===== config.mk =====
export PLATFORM = sky130hd
export DESIGN_NAME = pipe_hazard_ctrl_flat
export DESIGN_NICKNAME = d
export VERILOG_FILES = /design/src/rtl/pipe_hazard_ctrl_if.sv /design/src/rtl/pipe_hazard_ctrl.sv /design/src/flat_wrapper.sv
export SDC_FILE = /design/constraint.sdc
export NUM_CORES = 1
export LEC_CHECK = 0
export CORE_MARGIN = 5
export CORE_UTILIZATION = 40
export DETAILED_ROUTE_END_ITERATION = 10
export GPL_TIMING_DRIVEN = 0
export HOLD_SLACK_MARGIN = 0.02
export PLACE_DENSITY = 0.83
export REMOVE_ABC_BUFFERS = 1
export SLEW_MARGIN = 20
export SYNTH_ARGS = -nofsm -noshare
export SYNTH_HDL_FRONTEND = slang
export SYNTH_SLANG_ARGS = --single-unit

===== constraint.sdc =====
create_clock -name clock -period 11.2 [get_ports clock]
set_input_delay 3.36 -clock clock [delete_from_list [all_inputs] [get_ports clock]]
set_output_delay 3.36 -clock clock [all_outputs]
set_load 0.05 [all_outputs]

===== src/rtl/pipe_hazard_ctrl_if.sv =====
// Pipeline-control bus between the Y86 datapath and the hazard scheduler.
// The datapath (master) presents pipeline-register contents and status codes;
// the scheduler (slave) answers with stall/bubble actions, the next-PC select,
// the halted state and its performance counters.
interface pipe_hazard_ctrl_if #(
  parameter int CNT_W = 32
);
  logic [3:0]       D_icode;
  logic [3:0]       E_icode;
  logic [3:0]       M_icode;
  logic [3:0]       W_icode;
  logic [3:0]       d_srcA;
  logic [3:0]       d_srcB;
  logic [3:0]       E_dstM;
  logic             e_Cnd;
  logic             M_Cnd;
  logic [3:0]       m_stat;
  logic [3:0]       W_stat;

  logic [63:0]      F_control;
  logic             F_stall;
  logic             D_stall;
  logic             W_stall;
  logic             D_bubble;
  logic             E_bubble;
  logic             M_bubble;
  logic [1:0]       pc_sel;
  logic             halted;
  logic [3:0]       halt_stat;
  logic [CNT_W-1:0] stall_cnt;
  logic [CNT_W-1:0] mispred_cnt;
  logic [CNT_W-1:0] ret_cnt;

  modport master (
    output D_icode, E_icode, M_icode, W_icode, d_srcA, d_srcB, E_dstM,
           e_Cnd, M_Cnd, m_stat, W_stat,
    input  F_control, F_stall, D_stall, W_stall, D_bubble, E_bubble,
           M_bubble, pc_sel, halted, halt_stat, stall_cnt, mispred_cnt,
           ret_cnt
  );

  modport slave (
    input  D_icode, E_icode, M_icode, W_icode, d_srcA, d_srcB, E_dstM,
           e_Cnd, M_Cnd, m_stat, W_stat,
    output F_control, F_stall, D_stall, W_stall, D_bubble, E_bubble,
           M_bubble, pc_sel, halted, halt_stat, stall_cnt, mispred_cnt,
           ret_cnt
  );
endinterface


===== src/rtl/pipe_hazard_ctrl.sv =====
// Pipeline control scheduler for the five-stage Y86 pipeline.
// Decides stall/bubble actions for F/D/E/M/W from load/use hazards, ret in
// flight, mispredicted jumps and exceptional status; selects the next-PC
// source; latches a sticky HALTED state and keeps saturating event counters.
// Control outputs are combinational and forced to zero while reset is high.
module pipe_hazard_ctrl #(
  parameter int CNT_W = 32
) (
  input logic              clock,
  input logic              reset,
  pipe_hazard_ctrl_if.slave bus
);

  localparam logic [3:0] IJXX    = 4'h7;
  localparam logic [3:0] IRET    = 4'h9;
  localparam logic [3:0] IMRMOVQ = 4'h5;
  localparam logic [3:0] IPOPQ   = 4'hB;
  localparam logic [3:0] RNONE   = 4'hF;
  localparam logic [3:0] SAOK    = 4'h1;

  typedef enum logic {
    RUN,
    HALTED
  } state_t;

  state_t           state;
  state_t           nextState;
  logic [3:0]       haltStat;
  logic [CNT_W-1:0] stallCnt;
  logic [CNT_W-1:0] mispredCnt;
  logic [CNT_W-1:0] retCnt;

  logic loadUse;
  logic retPend;
  logic mispred;
  logic excM;
  logic excW;

  logic       fStall;
  logic       dStall;
  logic       wStall;
  logic       dBubble;
  logic       eBubble;
  logic       mBubble;
  logic [1:0] pcSel;

  // Hazard detection from the current pipeline-register contents.
  always_comb begin
    loadUse = ((bus.E_icode == IMRMOVQ) || (bus.E_icode == IPOPQ)) &&
              (bus.E_dstM != RNONE) &&
              ((bus.E_dstM == bus.d_srcA) || (bus.E_dstM == bus.d_srcB));
    retPend = (bus.D_icode == IRET) || (bus.E_icode == IRET) ||
              (bus.M_icode == IRET);
    mispred = (bus.E_icode == IJXX) && !bus.e_Cnd;
    excM    = (bus.m_stat != SAOK);
    excW    = (bus.W_stat != SAOK);
  end

  // Next-state and control outputs; everything is held at zero during reset.
  always_comb begin
    nextState = state;
    fStall    = 1'b0;
    dStall    = 1'b0;
    wStall    = 1'b0;
    dBubble   = 1'b0;
    eBubble   = 1'b0;
    mBubble   = 1'b0;
    pcSel     = 2'd0;
    if (!reset) begin
      case (state)
        RUN: begin
          if (excW) nextState = HALTED;
          fStall  = loadUse | retPend;
          dStall  = loadUse;
          dBubble = mispred | (!loadUse & retPend);
          eBubble = mispred | loadUse;
          mBubble = excM | excW;
          wStall  = excW;
          if ((bus.M_icode == IJXX) && !bus.M_Cnd) pcSel = 2'd1;
          else if (bus.W_icode == IRET)            pcSel = 2'd2;
        end
        HALTED: begin
          fStall  = 1'b1;
          dStall  = 1'b1;
          wStall  = 1'b1;
          eBubble = 1'b1;
          mBubble = 1'b1;
        end
        default: nextState = RUN;
      endcase
    end
  end

  // State register; the W status is captured as the halt cause on entry.
  always_ff @(posedge clock or posedge reset) begin
    if (reset) begin
      state    <= RUN;
      haltStat <= SAOK;
    end else begin
      state <= nextState;
      if ((state == RUN) && (nextState == HALTED)) haltStat <= bus.W_stat;
    end
  end

  // Saturating event counters, frozen once the pipeline has halted.
  always_ff @(posedge clock or posedge reset) begin
    if (reset) begin
      stallCnt   <= '0;
      mispredCnt <= '0;
      retCnt     <= '0;
    end else if (state == RUN) begin
      if (fStall && (stallCnt != '1))               stallCnt   <= stallCnt + CNT_W'(1);
      if (mispred && (mispredCnt != '1))            mispredCnt <= mispredCnt + CNT_W'(1);
      if (dBubble && !mispred && (retCnt != '1))    retCnt     <= retCnt + CNT_W'(1);
    end
  end

  assign bus.F_control   = {63'd0, fStall};
  assign bus.F_stall     = fStall;
  assign bus.D_stall     = dStall;
  assign bus.W_stall     = wStall;
  assign bus.D_bubble    = dBubble;
  assign bus.E_bubble    = eBubble;
  assign bus.M_bubble    = mBubble;
  assign bus.pc_sel      = pcSel;
  assign bus.halted      = (state == HALTED);
  assign bus.halt_stat   = haltStat;
  assign bus.stall_cnt   = stallCnt;
  assign bus.mispred_cnt = mispredCnt;
  assign bus.ret_cnt     = retCnt;

endmodule

===== src/flat_wrapper.sv =====
// flat-port wrapper written by rule: the top's interface ports become plain ports
module pipe_hazard_ctrl_flat 
#(
  parameter int CNT_W = 32
)
  (clock, reset, bus_D_icode, bus_E_icode, bus_M_icode, bus_W_icode, bus_d_srcA, bus_d_srcB, bus_E_dstM, bus_e_Cnd, bus_M_Cnd, bus_m_stat, bus_W_stat, bus_F_control, bus_F_stall, bus_D_stall, bus_W_stall, bus_D_bubble, bus_E_bubble, bus_M_bubble, bus_pc_sel, bus_halted, bus_halt_stat, bus_stall_cnt, bus_mispred_cnt, bus_ret_cnt);
  pipe_hazard_ctrl_if #(.CNT_W(CNT_W)) bus_i ();
  input logic clock;
  input logic reset;
  input wire logic [$bits(bus_i.D_icode)-1:0] bus_D_icode;
  input wire logic [$bits(bus_i.E_icode)-1:0] bus_E_icode;
  input wire logic [$bits(bus_i.M_icode)-1:0] bus_M_icode;
  input wire logic [$bits(bus_i.W_icode)-1:0] bus_W_icode;
  input wire logic [$bits(bus_i.d_srcA)-1:0] bus_d_srcA;
  input wire logic [$bits(bus_i.d_srcB)-1:0] bus_d_srcB;
  input wire logic [$bits(bus_i.E_dstM)-1:0] bus_E_dstM;
  input wire logic [$bits(bus_i.e_Cnd)-1:0] bus_e_Cnd;
  input wire logic [$bits(bus_i.M_Cnd)-1:0] bus_M_Cnd;
  input wire logic [$bits(bus_i.m_stat)-1:0] bus_m_stat;
  input wire logic [$bits(bus_i.W_stat)-1:0] bus_W_stat;
  output wire logic [$bits(bus_i.F_control)-1:0] bus_F_control;
  output wire logic [$bits(bus_i.F_stall)-1:0] bus_F_stall;
  output wire logic [$bits(bus_i.D_stall)-1:0] bus_D_stall;
  output wire logic [$bits(bus_i.W_stall)-1:0] bus_W_stall;
  output wire logic [$bits(bus_i.D_bubble)-1:0] bus_D_bubble;
  output wire logic [$bits(bus_i.E_bubble)-1:0] bus_E_bubble;
  output wire logic [$bits(bus_i.M_bubble)-1:0] bus_M_bubble;
  output wire logic [$bits(bus_i.pc_sel)-1:0] bus_pc_sel;
  output wire logic [$bits(bus_i.halted)-1:0] bus_halted;
  output wire logic [$bits(bus_i.halt_stat)-1:0] bus_halt_stat;
  output wire logic [$bits(bus_i.stall_cnt)-1:0] bus_stall_cnt;
  output wire logic [$bits(bus_i.mispred_cnt)-1:0] bus_mispred_cnt;
  output wire logic [$bits(bus_i.ret_cnt)-1:0] bus_ret_cnt;
  assign bus_i.D_icode = bus_D_icode;
  assign bus_i.E_icode = bus_E_icode;
  assign bus_i.M_icode = bus_M_icode;
  assign bus_i.W_icode = bus_W_icode;
  assign bus_i.d_srcA = bus_d_srcA;
  assign bus_i.d_srcB = bus_d_srcB;
  assign bus_i.E_dstM = bus_E_dstM;
  assign bus_i.e_Cnd = bus_e_Cnd;
  assign bus_i.M_Cnd = bus_M_Cnd;
  assign bus_i.m_stat = bus_m_stat;
  assign bus_i.W_stat = bus_W_stat;
  assign bus_F_control = bus_i.F_control;
  assign bus_F_stall = bus_i.F_stall;
  assign bus_D_stall = bus_i.D_stall;
  assign bus_W_stall = bus_i.W_stall;
  assign bus_D_bubble = bus_i.D_bubble;
  assign bus_E_bubble = bus_i.E_bubble;
  assign bus_M_bubble = bus_i.M_bubble;
  assign bus_pc_sel = bus_i.pc_sel;
  assign bus_halted = bus_i.halted;
  assign bus_halt_stat = bus_i.halt_stat;
  assign bus_stall_cnt = bus_i.stall_cnt;
  assign bus_mispred_cnt = bus_i.mispred_cnt;
  assign bus_ret_cnt = bus_i.ret_cnt;
  pipe_hazard_ctrl #(.CNT_W(CNT_W)) u_core (.clock(clock), .reset(reset), .bus(bus_i));
endmodule

==> run summary, run 1 <==
Top FF cell, synth: dfrtp_1
first-pass GRT wire length: 22400 um
Hold Path Class: register to register
DRT Pass-1 Iters: 4
Slew @ Worst Pin: 0.681 ns
Yosys cell types: 50
CP required: 7.84 ns
# DRC: 0
# IOs: 213
CTS buffer count: 9
Power Dens Cells: 110 nW/um^2
Starting Density: 40.5%
number of global-route vias before repair: 4318
max_cap viols: 0
Clk Latency, worst-skew pair: 0.35 ns
die area: 16400 um^2
Leak: 0.00317 uW
routed len/inst: 15.8 um
Routed WL: 14200 um
Pwr Total: 803 uW
Vias: 4459
Startpoint Class: input pin
CTS clk-pin slew, worst paths: 0.06 ns
H-tree lvl count: 3
# nets final: 754
largest net degree at the start of global routing: 63
Yosys reg bits: 101
Synthesis Warnings: 0
Setup Total Neg Slack: 0 ns
grt total ovfl: 0
clk sinks: 101
Post-Layout Cell Count: 896
Post-Synthesis Cells: 562
share of layout cells above drive strength 1: 4.61%
FILL cells: 1252
post-CTS setup buffer count: 0
Tot GR Track Use: 16.9%
number of vias per cell: 4.98
worst vdd ir: 0.0657 mV
unrepaired setup endpoints after global routing: false
DP HPWL: 10900 um
routability congestion estimate: 0.841
Initial DRC Count: 267
endpoints failing hold: 0
Final Max Slew Viols: 0
antenna violation net count after detailed routing: 0
EDFF count, synth: 0
relative slew slack: 54.2%
final setup fails: 0
buffers added on ports: 149
Die X: 128 um
Die Ht: 128 um
Std-Cell Rows: 43
Tcrit/Tclk final: 85.0%
asr flop ratio synth: 100%
Crit. End Element: output pin
crit path kind: input pin to output pin
Placed Instances: 880
PostCTS Resize Cnt: 0
Max Fclk: 105 MHz
Root Buffer: clkbuf_16
post-synthesis cell area: 5580 um^2
worst-path maximum fanout: 6
Tmin final: 9.52 ns
status: complete, no violations
final hold slack: 0.494 ns
Bufs on Longest Clock Path: 2
CTS Hold Bufs: 0
Crit path arrival time: 6.16 ns
final setup skew: 0.0108 ns
Ant. Diodes: 0
CTS tree: built
core area: 13800 um^2
final core occ: 53.0%
Syn Area/Cell: 9.93 um^2
area grow syn2layout: 30.9%
initial antenna violation count: 0
register area share after synthesis: 45.3%
state kept, by name, summed over array words and instances (netlist names):
register / cells
u_core.bus.halt_stat: 4
u_core.bus.stall_cnt: 32
u_core.bus.ret_cnt: 32
u_core.bus.halted: 1
u_core.bus.mispred_cnt: 32
Yosys cell counts, types with 2 or more instances:
master / count / area [um^2]
inv_1: 11 / 41.3
clkbuf_1: 3 / 11.3
and4_1: 7 / 61.3
ha_1: 3 / 37.5
nor4_1: 13 / 81.3
nand3b_1: 2 / 15.0
dfrtp_1: 100 / 2500
nor4b_1: 4 / 35.0
nand2_1: 49 / 184
o2111ai_1: 2 / 17.5
a21oi_1: 4 / 20.0
and3_1: 14 / 87.6
nor3b_1: 3 / 22.5
nor3_2: 2 / 20.0
xor2_1: 46 / 403
buf_4: 65 / 488
nand2b_1: 2 / 12.5
or2_2: 2 / 12.5
nor3_1: 19 / 95.1
and2_1: 8 / 50.1
nor4bb_1: 4 / 40.0
buf_2: 4 / 20.0
or3_1: 4 / 25.0
xnor2_1: 55 / 482
nand4_1: 35 / 219
mux2_2: 5 / 56.3
nor2_1: 35 / 131
nand3_1: 39 / 195
worst paths after layout:
check / from / end / slack [ns] / depth (start not counted)
worst max-delay path: bus_E_dstM[1] / bus_F_stall / 1.68 / 8
worst min-delay path: u_core.bus.ret_cnt[18] / u_core.bus.ret_cnt[18] / 0.49 / 1
worst max register to register: u_core.bus.stall_cnt[0] / u_core.bus.stall_cnt[1] / 8.66 / 6
worst min register to register: u_core.bus.ret_cnt[18] / u_core.bus.ret_cnt[18] / 0.49 / 1
max in group asynchronous: reset / u_core.bus.ret_cnt[17] / 6.97 / 3
min in group asynchronous: reset / u_core.bus.halt_stat[1] / 3.60 / 2
power by group:
| group | leakage, uW | total (uW) | switching [uW] | internal, uW |
|---|---|---|---|---|
| combinational | 0.00168 | 128 | 95.3 | 32.4 |
| sequential | 0.00136 | 379 | 7.27 | 371 |
| clock | 0.000130 | 297 | 133 | 164 |
| total | 0.00317 | 803 | 236 | 567 |
kinds of logic after synthesis:
logic type | share of synthesized area, %
and+or+nand+nor | 24.2
xor gates and xnor gates | 15.9
DFF | 45.3
buffers and inverters | 10.3
AOI/OAI and AO/OA | 2.56
muxes | 1.01
adders and majority gates | 0.673
other | 0.0672
per-stage QoR:
step / setup WS, ns / area (um^2)
after floorplan: 1.71 / 5280
after detailed placement: 1.61 / 7030
final: 1.68 / 7300
after CTS: 1.59 / 7300
after global routing: 1.51 / 7300
after global placement: -0.227 / 6990
critical path, stage by stage:
cell and delay, ns:
clkdlybuf4s50_1 0.55, xor2_1 0.22, nor4_1 0.50, o2111a_2 0.38, nor2_1 0.08, nor2_1 0.13
a21o_2 0.12, clkdlybuf4s50_1 0.80
cell usage in the layout, fill, tap and decap left out, drive strengths merged, types with 2 or more instances in the layout:
| master | count |
|---|---|
| clkdlybuf4s50 | 149 |
| dfrtp | 100 |
| conb | 63 |
| xnor2 | 55 |
| nand2 | 49 |
| xor2 | 46 |
| nand3 | 39 |
| nand4 | 36 |
| nor2 | 35 |
| nor3 | 21 |
| and3 | 15 |
| clkbuf | 15 |
| nor4 | 13 |
| inv | 11 |
| and2 | 8 |
| and4 | 7 |
| mux2 | 5 |
| or3 | 5 |
| nor4bb | 4 |
| a21oi | 4 |
| nor4b | 4 |
| nor3b | 3 |
| ha | 3 |
| o2111ai | 3 |
| nand3b | 2 |
| nand2b | 2 |
| or2 | 2 |
| o21ai | 2 |
final cells by class:
cell class | count | area (um^2) | share of cell area, %
clock buffers | 15 | 268 | 3.67
clock inverters | 1 | 7.51 | 0.103
inverters | 11 | 46.3 | 0.634
multi-input cells | 438 | 2710 | 37.1
flip-flops and latches | 101 | 2530 | 34.6
well taps | 180 | 225 | 3.08
repair buffers | 150 | 1520 | 20.8
metal layers:
| layer | global-route usage (%) | part of all wire (%) | up-vias |
|---|---|---|---|
| li1 | - | - | 2121 |
| met1 | 21.8 | 43 | 2172 |
| met4 | 6.30 | 1.7 | 0 |
| met5 | 0 | 0 | - |
| met3 | 4.00 | 7.0 | 15 |
| met2 | 27.7 | 49 | 151 |
No activity file was read; power rests on OpenSTA's default activity.
==> inputs of run 2 (changes only) <==
CORE_MARGIN = not set   (was 5)
DONT_BUFFER_PORTS = 1   (was not set)
PLACE_DENSITY = 0.63   (was 0.83)
TNS_END_PERCENT = 30   (was not set)
==> run 2 against run 1 <==
Sequential cell count unchanged; utilization decreased by 9.2 points; worst hold slack improved by 0.15 ns; register-to-register slack got worse by 0.39 ns; maximum frequency increased by 6.3%; combinational power decreased by 44%; non-clock buffer count decreased by 149; clock skew about the same; global-route usage increased by 0.82 points; clock power increased by 21%; final cell count decreased by 17%; via count decreased by 9.7%; critical path type unchanged; largest cell class unchanged; largest power group unchanged.
==> run summary, run 2 (synthesis gave the netlist of run 1 again) <==
status: complete, no violations
antenna violation net count after detailed routing: 0 (unchanged)
Clk pwr share: 43.0% (+6.0 points)
endpoints failing hold: 0 (unchanged)
Register Area: 2530 um^2 (unchanged)
Internal: 594 uW (+4.7%)
Die Ht: 120 um (-6.2%)
CTS Hold Bufs: 0 (unchanged)
Crit path arrival time: 5.60 ns (-0.56 ns)
number of vias per cell: 5.42 (+8.9%)
Leak: 0.00267 uW (-16%)
grt total ovfl: 0 (unchanged)
die area: 14400 um^2 (-12%)
relative slew slack: 30.9% (-23 points)
commonest non-fill, non-tap cells in the layout: dfrtp_1 (100), conb_1 (63), xnor2_1 (55)
H-tree lvl count: 3 (unchanged)
Startpoint Class: input pin
delay-heaviest family, CP: simple AND/OR/NAND/NOR gates
final setup skew: 0.0112 ns (+0.000441 ns)
CP dominant cell by count: nor2_1
worst path bufs/invs: 0 (-2)
unrepaired setup endpoints after global routing: false
Comb pwr share: 8.6% (-7.3 points)
final setup fails: 0 (unchanged)
worst-path maximum fanout: 6 (unchanged)
routed len/inst: 16.9 um (+6.6%)
Tcrit/Tclk final: 80.0% (-5.0 points)
commonest non-fill, non-tap cell in the layout: dfrtp_1
area grow syn2layout: 5.31%
buffers added on ports: 0 (-100%)
worst vdd ir: 0.0852 mV (+30%)
Bufs on Longest Clock Path: 2 (unchanged)
Routed WL: 12500 um (-12%)
# nets final: 605 (-20%)
Setup Total Neg Slack: 0 ns (unchanged)
max_cap viols: 0 (unchanged)
Std-Cell Rows: 42 (-2.3%)
first-pass GRT wire length: 19800 um (-12%)
Crit. End Element: output pin
CP max stage cell: nor2_1
Tot GR Track Use: 17.8% (+0.82 points)
DRT Pass-1 Iters: 4 (unchanged)
# DRC: 0 (unchanged)
Tmin final: 8.96 ns (-0.565 ns)
Clk Latency, worst-skew pair: 0.36 ns (about the same)
Root Buffer: clkbuf_16
GR Util met3: 5.04% (+1.0 points)
Die X: 120 um (-6.2%)
Final Max Slew Viols: 0 (unchanged)
crit path kind: input pin to output pin
GR peak layer: met2
R2R Path End: u_core.bus.stall_cnt[1]
share of layout cells above drive strength 1: 6.70% (+2.1 points)
Starting Density: 41.6% (+1.1 points)
Switching Share: 28.6% (-0.82 points)
Placed Area: 5530 um^2 (-21%)
reg-to-reg critical path startpoint: u_core.bus.stall_cnt[0]
Hold Path Class: register to register
FILL cells: 1292 (+3.2%)
post-CTS setup buffer count: 0 (unchanged)
number of global-route vias before repair: 3767 (-13%)
Levels on crit path: 6 (-2)
Initial DRC Count: 265 (-0.75%)
crit path cell chain: xor2_1 -> nor4_1 -> o2111a_2 -> nor2_1 -> nor2_1 -> a21o_2
Power Dens Cells: 142 nW/um^2 (+29%)
Setup crit end: bus_F_stall
Slew @ Worst Pin: 1.04 ns (+0.360 ns)
CP required: 7.84 ns (about the same)
Multi-input gate area: 2710 um^2 (+0.14%)
met1 usage: 22.3% (+0.48 points)
Ant. Diodes: 0 (unchanged)
reg2reg path depth: 6 (unchanged)
Sw Pwr: 238 uW (+0.65%)
core area: 13400 um^2 (-2.7%)
DP HPWL: 9380 um (-14%)
Hold Path Cell Cnt: 1 (unchanged)
crit path from: bus_E_dstM[1]
CTS tree: built
reg-to-reg slack, setup: 8.27 ns (-0.39 ns)
post-route cell area: 5880 um^2 (-20%)
initial antenna violation count: 0 (unchanged)
Max Fclk: 112 MHz (+6.3%)
clk sinks: 101 (unchanged)
GRT met2 Usage: 28.1% (+0.33 points)
delay of the slowest critical-path stage: 0.74 ns (-0.06 ns)
Flop pwr share: 48.4% (+1.3 points)
routability congestion estimate: 0.813 (-3.3%)
# IOs: 213 (unchanged)
Vias: 4026 (-9.7%)
CTS clk-pin slew, worst paths: 0.06 ns (about the same)
largest net degree at the start of global routing: 68 (+7.9%)
CTS buffer count: 9 (unchanged)
PostCTS Resize Cnt: 0 (unchanged)
## run 2: layout make-up
| class | count | area share, % |
|---|---|---|
| repair buffers | 1 | 0.468 |
| multi-input cells | 438 | 46.1 |
| flip-flops and latches | 101 | 43.0 |
| clock buffers | 12 | 4.53 |
| clock inverters | 4 | 1.30 |
| inverters | 11 | 0.788 |
| well taps | 176 | 3.75 |
## run 2: worst min path at each step
stage	start	end	slack, ns
finish	u_core.bus.halt_stat[0]	u_core.bus.halt_stat[0]	0.65
global route	u_core.bus.halt_stat[0]	u_core.bus.halt_stat[0]	0.65
CTS	u_core.bus.halt_stat[0]	u_core.bus.halt_stat[0]	0.65
detailed placement	u_core.bus.halt_stat[0]	u_core.bus.halt_stat[0]	0.64
global placement	u_core.bus.halt_stat[0]	u_core.bus.halt_stat[0]	0.63
floorplan	u_core.bus.halt_stat[0]	u_core.bus.halt_stat[0]	0.62
## run 2: power groups by stage
stage,Sequential (uW),Combinational (uW),Clock [uW]
final,402,71.4,358
after global routing,403,75.5,379
after CTS,403,71.7,365
after detailed placement,410,71.7,0
after global placement,409,69.5,0
after floorplan,407,66.2,0
## run 2: through the flow
stage | hold slack [ns] | cells | util (%) | setup slack, ns | power [uW]
6_report | 0.646 | 743 | 43.9 | 2.24 | 832
5_1_grt | 0.649 | 743 | 43.9 | 2.13 | 858
4_1_cts | 0.648 | 743 | 43.8 | 2.21 | 839
3_5_place_dp | 0.640 | 727 | 41.3 | 2.21 | 481
3_3_place_gp | 0.634 | 726 | 41.0 | 0.861 | 479
2_1_floorplan | 0.622 | 550 | - | 1.71 | 473
## run 2: routing by layer
layer	wire length, um	share of wire, %	vias up
met3	919	7.3	16
met5	0	0	-
li1	-	-	1829
met1	5190	41	2006
met4	237	1.9	0
met2	6190	49	175
==> inputs of run 3 (changes only) <==
PLACE_DENSITY = 0.65   (was 0.63)
clock period = 7.7 ns   (was 11.2 ns; I/O delays follow)
==> run 3 against run 2 <==
Sequential share of layout area rose by 0.56 points; clock skew fell by 0.0055 ns; sequential power rose by 46%; worst hold slack got worse by 0.0013 ns; die area did not move; final cell count rose by 0.13%; critical path type unchanged; critical endpoint is now bus_F_control[0]; highest routed layer is now met5.
==> run summary, run 3 (synthesis gave the netlist of run 1 again) <==
R2R Path End: u_core.bus.stall_cnt[1]
CTS clk-pin slew, worst paths: 0.06 ns (about the same)
Tcrit/Tclk final: 90.8%
crit path cell chain: nand2b_1 -> o21ai_0 -> o2111a_2 -> nor2_1 -> nor2_1 -> a21o_2
Switching Share: 30.6% (+2.1 points)
Slew @ Worst Pin: 1.12 ns (+0.0835 ns)
antenna violation net count after detailed routing: 0 (unchanged)
# nets final: 605 (unchanged)
share of layout cells above drive strength 1: 6.35% (-0.35 points)
post-route cell area: 5800 um^2 (-1.3%)
CP required: 5.39 ns (-2.45 ns)
Crit path arrival time: 4.68 ns (-0.92 ns)
worst-path maximum fanout: 6 (unchanged)
core area: 13400 um^2 (unchanged)
# DRC: 0 (unchanged)
Crit. End Element: output pin
largest net degree at the start of global routing: 53 (-22%)
final setup skew: 0.00577 ns (-0.00548 ns)
max_cap viols: 0 (unchanged)
area grow syn2layout: 3.97%
buffers added on ports: 0 (unchanged)
# IOs: 213 (unchanged)
commonest non-fill, non-tap cell in the layout: dfrtp_1
GRT met2 Usage: 29.1% (+1.0 points)
status: complete, no violations
Root Buffer: clkbuf_16
Tmin final: 6.99 ns
CP max stage cell: nor2_1
met1 usage: 21.9% (-0.43 points)
Clk pwr share: 37.9% (-5.1 points)
DRT Pass-1 Iters: 4 (unchanged)
routability congestion estimate: 0.871 (+7.1%)
PostCTS Resize Cnt: 0 (unchanged)
Std-Cell Rows: 42 (unchanged)
CTS tree: built
number of global-route vias before repair: 3818 (+1.4%)
Initial DRC Count: 163 (-38%)
Bufs on Longest Clock Path: 2 (unchanged)
commonest non-fill, non-tap cells in the layout: dfrtp_1 (100), conb_1 (63), xnor2_1 (55)
delay-heaviest family, CP: compound AO/OA/AOI/OAI gates
Die X: 120 um (unchanged)
Leak: 0.00263 uW (-1.2%)
routed len/inst: 16.8 um (-0.46%)
reg-to-reg slack, setup: 4.72 ns (-3.55 ns)
grt total ovfl: 0 (unchanged)
Final Max Slew Viols: 0 (unchanged)
Placed Area: 5530 um^2 (unchanged)
Internal: 770 uW (+30%)
unrepaired setup endpoints after global routing: false
final hold slack: 0.644 ns (-0.00131 ns)
Comb pwr share: 9.4% (+0.8 points)
CTS Hold Bufs: 0 (unchanged)
CTS buffer count: 9 (unchanged)
Power Dens Cells: 191 nW/um^2 (+35%)
Hold Path Class: register to register
delay of the slowest critical-path stage: 0.80 ns (+0.06 ns)
DP HPWL: 9380 um (about the same)
Starting Density: 41.6% (unchanged)
H-tree lvl count: 3 (unchanged)
CP dominant cell by count: nor2_1
GR Util met3: 6.89% (+1.9 points)
reg-to-reg critical path startpoint: u_core.bus.stall_cnt[0]
Die Ht: 120 um (unchanged)
dpl ws: 0.672 ns (-1.54 ns)
Clk Latency, worst-skew pair: 0.35 ns (about the same)
Tot GR Track Use: 18.0% (+0.24 points)
final worst slack: 0.708 ns (-1.54 ns)
post-CTS setup buffer count: 0 (unchanged)
Hold Path Cell Cnt: 1 (unchanged)
Routed WL: 12500 um (-0.33%)
reg2reg path depth: 6 (unchanged)
Flop pwr share: 52.7% (+4.3 points)
first-pass GRT wire length: 20200 um (+2.1%)
endpoints failing hold: 0 (unchanged)
Levels on crit path: 6 (unchanged)
Startpoint Class: input pin
relative slew slack: 25.3% (-5.6 points)
crit path from: bus_E_icode[3]
Setup crit end: bus_F_control[0]
final setup fails: 0 (unchanged)
clk sinks: 101 (unchanged)
worst vdd ir: 0.141 mV (+65%)
Vias: 3934 (-2.3%)
Max Fclk: 143 MHz
GR peak layer: met2
die area: 14400 um^2 (unchanged)
worst path bufs/invs: 0 (unchanged)
number of vias per cell: 5.29 (-2.4%)
Sw Pwr: 340 uW (+43%)
initial antenna violation count: 2 (+2)
crit path kind: input pin to output pin
==> run 3: changes by cell type in the layout (fill, tap and decap cells not counted) <==
cell and change:
clkbuf_8 -3, clkinv_2 +3, bufinv_16 -2, clkinv_4 +2
a21oi_1 +1, a21oi_2 -1, clkbuf_1 +1, diode_2 +1
inv_6 -1
==> run 3: worst min path at each step <==
stage                       startpoint                       to  slack (ns)
5_1_grt        u_core.bus.halt_stat[0]  u_core.bus.halt_stat[0]        0.66
6_report       u_core.bus.halt_stat[0]  u_core.bus.halt_stat[0]        0.64
2_1_floorplan  u_core.bus.halt_stat[0]  u_core.bus.halt_stat[0]        0.62
3_5_place_dp   u_core.bus.halt_stat[0]  u_core.bus.halt_stat[0]        0.64
3_3_place_gp   u_core.bus.halt_stat[0]  u_core.bus.halt_stat[0]        0.63
4_1_cts        u_core.bus.halt_stat[0]  u_core.bus.halt_stat[0]        0.64
==> run 3: layout make-up <==
class	instances	area [um^2]
inverters	11	46.3
diodes	1	2.50
clock buffers	10	229
clock inverters	6	40.0
flip-flops and latches	101	2530
repair buffers	1	27.5
multi-input cells	438	2710
fillers	1306	7600
well taps	176	220
==> run 3: layer usage <==
layer	vias to the layer above	part of all wire (%)
met4	2	1.6
met2	152	49
met1	1937	41
li1	1824	-
met3	19	8.5
met5	-	0.10
==> run 3: per-stage QoR <==
step	TNS [ns]	total power, uW	utilization, %	cells
after detailed placement	0	701	41.3	727
final	0	1110	43.3	744
after global routing	0	1150	43.3	743
after floorplan	0	688	-	550
after global placement	-1.05	698	41.0	726
after CTS	0	1130	43.3	743
==> run 3: power by group through the flow <==
stage | registers (uW) | clock network (uW) | logic [uW]
after floorplan | 592 | 0 | 96.3
after global placement | 596 | 0 | 102
after detailed placement | 596 | 0 | 105
after CTS | 586 | 436 | 105
after global routing | 587 | 453 | 111
final | 586 | 420 | 104
==> variant 1, RTL diff (config.mk and constraints of run 3) <==
`CNT_W` is set to 32 in 3 places; all go to 48.
--- a/src/rtl/pipe_hazard_ctrl_if.sv
+++ b/src/rtl/pipe_hazard_ctrl_if.sv
@@ -5,3 +5,3 @@
 interface pipe_hazard_ctrl_if #(
-  parameter int CNT_W = 32
+  parameter int CNT_W = 48
 );
--- a/src/rtl/pipe_hazard_ctrl.sv
+++ b/src/rtl/pipe_hazard_ctrl.sv
@@ -6,3 +6,3 @@
 module pipe_hazard_ctrl #(
-  parameter int CNT_W = 32
+  parameter int CNT_W = 48
 ) (
--- a/src/flat_wrapper.sv
+++ b/src/flat_wrapper.sv
@@ -3,3 +3,3 @@
 #(
-  parameter int CNT_W = 32
+  parameter int CNT_W = 48
 )
Interface: changed (resized bus_mispred_cnt, bus_ret_cnt and bus_stall_cnt); port bits go from 213 to 261. No check against the original RTL was run, so the function may have changed too.
==> variant 1 against run 3 <==
  * Fmax is 7.2% higher
  * Sequential cell count grew 48
  * Total power rose by 74%
  * Synthesized cell count grew 44%
  * Core utilization is 0.79 points higher
  * Routed wire length up 58%
  * Area after synthesis grew 50%
  * Design area is 55% higher
  * Setup slack improved by 0.47 ns
==> variant 1: results (changes against run 3) <==
The antenna diode instance count is 0 (-1). Yosys attributes the largest share of cell area to sky130_fd_sc_hd__dfrtp_1 44%, sky130_fd_sc_hd__xor2_1 11%, sky130_fd_sc_hd__buf_4 5.7%. The number of vias after detailed routing is 5853 (+49%).

The worst slack at placement came out at 1.176 ns (+0.5037 ns). The endpoint identified for the worst register-to-register timing path is u_core.bus.ret_cnt[29]. The maximum number of pins on one net before global-route repair is 89 (+68%). The commonest cells after synthesis are 148 x sky130_fd_sc_hd__dfrtp_1, 104 x sky130_fd_sc_hd__xor2_1, 64 x sky130_fd_sc_hd__buf_4, 57 x sky130_fd_sc_hd__nand2_1, 54 x sky130_fd_sc_hd__nand4_1.

The count of filler cells inserted in the layout came out at 1950 (+49%). The startpoint of the lowest-slack register-to-register path is u_core.bus.ret_cnt[6]. The placed wire-length estimate came out at 13.72 mm (+46%).

The highest net fanout along the worst path came to 4 (-2). The worst-case register-to-register setup slack came to 4.16 ns (-0.56 ns). The TritonCTS buffer count is 17 (+8). The distinct cell type count of the synthesized netlist was 53 (+6.0%). The clock network latency to the later pin of the worst-skew pair is 0.42 ns (+0.07 ns). The initial antenna violation count came out at 0 (-2). The count of TritonRoute iterations in the first routing pass is 5 (+1). The worst vdd rail ir drop is 0.0001407 V (about the same).

The worst path arrival time came out at 4.21 ns (-0.47 ns). The actual slew at the worst max-slew pin is 1.134 ns (+0.01039 ns). The via count of the first global-routing pass is 5485 (+44%). The maximum clock skew at final layout is 0.01227 ns (+0.006504 ns). The fraction of final layout cells with drive strength greater than 1 is 10.85% (+4.5 points). The flow ran to the end, and the final reports show no timing, DRC or antenna violations. The static power due to leakage is 4.086 nW (+55%).

The final net count is 841 (+39%).
variant 1: cell types whose count changed in the layout (fill, tap and decap cells not counted), sizes merged, moves of 7 or more:
cell and delta:
nor4b +7, nand2 +9, clkbuf +12, inv +9
nor3 +25, xor2 +58, dfrtp +48, nand3 +9
xnor2 -10, nor4 +46, and4 +7, nand4 +19
variant 1: metrics by stage:
stage               TNS [ns]  area, um2  hold slack, ns  cells  power (mW)
floorplan             -6.026       7905          0.7267    776       1.042
global placement      -91.03       8243          0.7332   1046       1.062
detailed placement         0       8361          0.7376   1049       1.067
CTS                        0       8979          0.7468   1081       1.952
global route               0       8979          0.7482   1081       2.000
finish                     0       8979          0.7445   1081       1.934
variant 1: worst max-delay path by stage:
stage                             to  slack [ns]
global route            bus_E_bubble        1.05
CTS                     bus_E_bubble        1.17
detailed placement      bus_E_bubble        1.18
global placement    bus_F_control[0]       -3.61
finish                  bus_E_bubble        1.18
floorplan           bus_F_control[0]       -1.75
variant 1: routing by layer:
| layer | vias to the layer above | routed length, um | global-route usage [%] |
|---|---|---|---|
| li1 | 2732 | - | - |
| met1 | 2881 | 8673 | 25.05 |
| met2 | 219 | 9188 | 28.15 |
| met3 | 21 | 1607 | 6.429 |
| met4 | 0 | 267 | 5.000 |
| met5 | - | 0 | 0 |
variant 1: cell families (layout without fill, tap and decap cells):
group                      after synthesis  after routing  synth area share [%]
buffers and inverters                  115             53                 9.229
and+or+nand+nor                        376            376                 28.49
muxes                                    6              6                0.8064
AOI/OAI and AO/OA                       12             12                0.8811
other                                    1             63               0.04476
adders and majority gates                3              3                0.4481
xor gates and xnor gates               149            149                 15.58
DFF                                    149            149                 44.52
variant 1: power breakdown:
part | total (mW) | switching (mW) | leakage, nW | internal (mW)
clock network | 0.884 | 0.345 | 0.293 | 0.539
registers | 0.930 | 0.124 | 1.99 | 0.805
logic | 0.120 | 0.101 | 1.80 | 0.0188
variant 1: worst max-delay path, cell delays in order:
cell and delay (ns):
sky130_fd_sc_hd__xor2_1 0.14, sky130_fd_sc_hd__nor4_1 0.30, sky130_fd_sc_hd__o2111a_1 0.42, sky130_fd_sc_hd__o21ai_0 0.19, sky130_fd_sc_hd__inv_1 0.43, sky130_fd_sc_hd__a21o_1 0.42
variant 1: layout make-up:
cell class	instances	area [um2]	area share, %
sequential	149	3730	41.54
tap	270	337.8	3.763
clock buffer	22	474.2	5.281
inverter	18	75.07	0.8361
timing repair buffer	3	70.07	0.7804
multi-input combinational	609	4148	46.20
clock inverter	10	143.9	1.603
==> variant 2, RTL diff (config.mk and constraints of run 3) <==
Made on the original files. Reset style: synchronous (`reset`), changed in 2 clocked blocks.
--- a/src/rtl/pipe_hazard_ctrl.sv
+++ b/src/rtl/pipe_hazard_ctrl.sv
@@ -94,3 +94,3 @@
   // State register; the W status is captured as the halt cause on entry.
-  always_ff @(posedge clock or posedge reset) begin
+  always_ff @(posedge clock) begin
     if (reset) begin
@@ -105,3 +105,3 @@
   // Saturating event counters, frozen once the pipeline has halted.
-  always_ff @(posedge clock or posedge reset) begin
+  always_ff @(posedge clock) begin
     if (reset) begin
Function: differs if reset is asserted again (counterexample within 4 cycles, from zero or initial values and one cycle with reset high); with reset held inactive, the same outputs for 10 cycles.
==> variant 2 against run 3 <==
  * Via count rose by 24%
  * Combinational power fell by 4%
  * Setup slack improved by 0.34 ns
  * Routed wire length rose by 11%
  * Design area rose by 3.8%
  * Sequential cell count did not move
  * Area after synthesis rose by 5.7%
  * Total power fell by 3.3%
==> variant 2: results (changes against run 3) <==
The highest net fanout along the worst path is 14 (+8). Ranked by instance count, the synthesized netlist is headed by 101 x sky130_fd_sc_hd__dfxtp_1, 70 x sky130_fd_sc_hd__nor2_1, 65 x sky130_fd_sc_hd__buf_4, 44 x sky130_fd_sc_hd__nand2_1, 42 x sky130_fd_sc_hd__a21oi_1. The average wire per standard cell came out at 15.85 um (-5.6%). The fraction of final layout cells with drive strength greater than 1 is 9.668% (+3.3 points).

The internal power summed over all cells is 0.7656 mW (-0.61%). The total cell area at the placement stage is 5743 um2 (+3.8%). The via count of the first global-routing pass was 3991 (+4.5%). The TritonCTS buffer count is 9 (unchanged). The total number of H-tree levels came out at 3 (unchanged). The first-pass GRT wire length came out at 21.01 mm (+4.1%). The total global routing track utilization is 17.72% (-0.27 points). The headroom to the max-slew limit came out at 21.16% (-4.2 points). The cell count after placement was 861 (+18%). The worst slack at placement was 1.041 ns (+0.3692 ns).

CTS placed an instance of sky130_fd_sc_hd__clkbuf_16 at the clock tree root. The initial antenna violation count is 0 (-2). The fraction of the yosys area taken by sequential cells is 34.27% (-11 points). The count of TritonRoute iterations in the first routing pass is 4 (unchanged). The starting DRC count in detailed routing was 327 (+100%). The clock network latency to the later pin of the worst-skew pair came out at 0.35 ns (about the same). The final weighted congestion in routability-driven placement was 0.7617 (-13%).

The worst hold-check path type is reg2reg. The clock-pin slew of the registers on the worst-case setup and hold paths came out at approximately 0.07 ns. The maximum number of pins on one net before global-route repair is 113 (+110%). The static power due to leakage came out at 1.876 nW (-29%). The count of filler cells inserted in the layout is 1467 (+12%). The placed wire-length estimate came to 9.879 mm (+5.3%). The proportion of register bits with asynchronous set or reset after synthesis is 0% (-100 points).

The number of vias after detailed routing came out at 4863 (+24%). The number of I/O port buffers is 0 (unchanged). The worst-case clock buffer depth is 2 (unchanged). Ranked by total cell area, the synthesized netlist is headed by sky130_fd_sc_hd__dfxtp_1 34%, sky130_fd_sc_hd__buf_4 8.3%, sky130_fd_sc_hd__xnor2_1 5.0%.

The number of cells in the finished layout apart from fillers is 877 (+18%). The final net count is 731 (+21%). The number of setup buffers added after CTS is 0 (unchanged).

The distinct cell type count of the synthesized netlist is 66 (+32%). The flow ran to the end, and the final reports show no timing, DRC or antenna violations. The mean instance size in the synthesized netlist came out at 8.332 um2 (-16%). The worst path arrival time is 4.34 ns (-0.34 ns).

The post-cts repair resize count is 0 (unchanged). The Yosys warning count came out at 0 (unchanged). The antenna diode instance count is 0 (-1).

The worst vdd rail ir drop came out at 0.00008269 V (-41%). The maximum clock skew at final layout came out at 0.008543 ns (+0.002774 ns).
variant 2: changes by cell type in the layout (fill, tap and decap cells not counted), moves of 20 or more:
| cell | run 3 | this run |
|---|---|---|
| sky130_fd_sc_hd__xor2_1 | 46 | 10 |
| sky130_fd_sc_hd__dfxtp_1 | 0 | 101 |
| sky130_fd_sc_hd__dfrtp_1 | 100 | 0 |
| sky130_fd_sc_hd__o31ai_1 | 0 | 21 |
| sky130_fd_sc_hd__nor2_1 | 35 | 70 |
| sky130_fd_sc_hd__xnor2_1 | 55 | 34 |
| sky130_fd_sc_hd__or4_1 | 1 | 21 |
| sky130_fd_sc_hd__a21oi_1 | 4 | 41 |
variant 2: final timing paths:
path	startpoint	slack, ns	end	depth (start not counted)
worst max-delay path	bus_E_dstM[0]	1.05	bus_F_stall	5
worst min-delay path	u_core.bus.halt_stat[3]	0.75	u_core.bus.halt_stat[3]	2
worst max register to register	u_core.bus.stall_cnt[14]	4.63	u_core.bus.stall_cnt[9]	8
worst min register to register	u_core.bus.halt_stat[3]	0.75	u_core.bus.halt_stat[3]	2
variant 2: layer usage:
layer  track usage, %  routed length [um]  part of all wire, %  vias to the layer above
li1                 -                   -                    -                     2405
met5                0                   0                    0                        -
met1            23.05                6134                   44                     2285
met4            7.078                 225                  1.6                        0
met3            5.535                1124                  8.1                       14
met2            27.06                6417                   46                      159
variant 2: kinds of logic (layout without fill, tap and decap cells):
group                    after synthesis  in the layout  share of synthesized area (%)
AO/OA/AOI/OAI                        100            100                          10.39
XOR/XNOR                              44             44                          6.532
adder cells (fa/ha/maj)                3              3                         0.6363
buffers and inverters                109             32                          11.79
flip-flops                           101            101                          34.27
multiplexers                          15             15                          3.309
other                                  1             63                        0.06357
AND/OR/NAND/NOR                      335            335                          33.00
variant 2: layout make-up:
class / instances / area, um2 / area share, %
clock buffers: 12 / 246.5 / 4.093
flip-flops and latches: 101 / 2022 / 33.58
clock inverters: 4 / 32.53 / 0.5402
repair buffers: 2 / 15.01 / 0.2493
multi-input cells: 560 / 3423 / 56.85
inverters: 14 / 52.55 / 0.8726
well taps: 184 / 230.2 / 3.823
variant 2: power groups by stage:
stage | Clock [mW] | Sequential [mW] | Combinational, mW
6_report | 0.438 | 0.536 | 0.100
3_3_place_gp | 0 | 0.548 | 0.0988
5_1_grt | 0.469 | 0.536 | 0.106
4_1_cts | 0.449 | 0.536 | 0.100
2_1_floorplan | 0 | 0.546 | 0.0940
3_5_place_dp | 0 | 0.548 | 0.100
variant 2: worst max-delay path: stages:
cell,delay (ns)
sky130_fd_sc_hd__xnor2_1,0.13
sky130_fd_sc_hd__nand4_1,0.12
sky130_fd_sc_hd__a21oi_2,0.62
sky130_fd_sc_hd__nor2_1,0.20
sky130_fd_sc_hd__a21oi_2,0.94
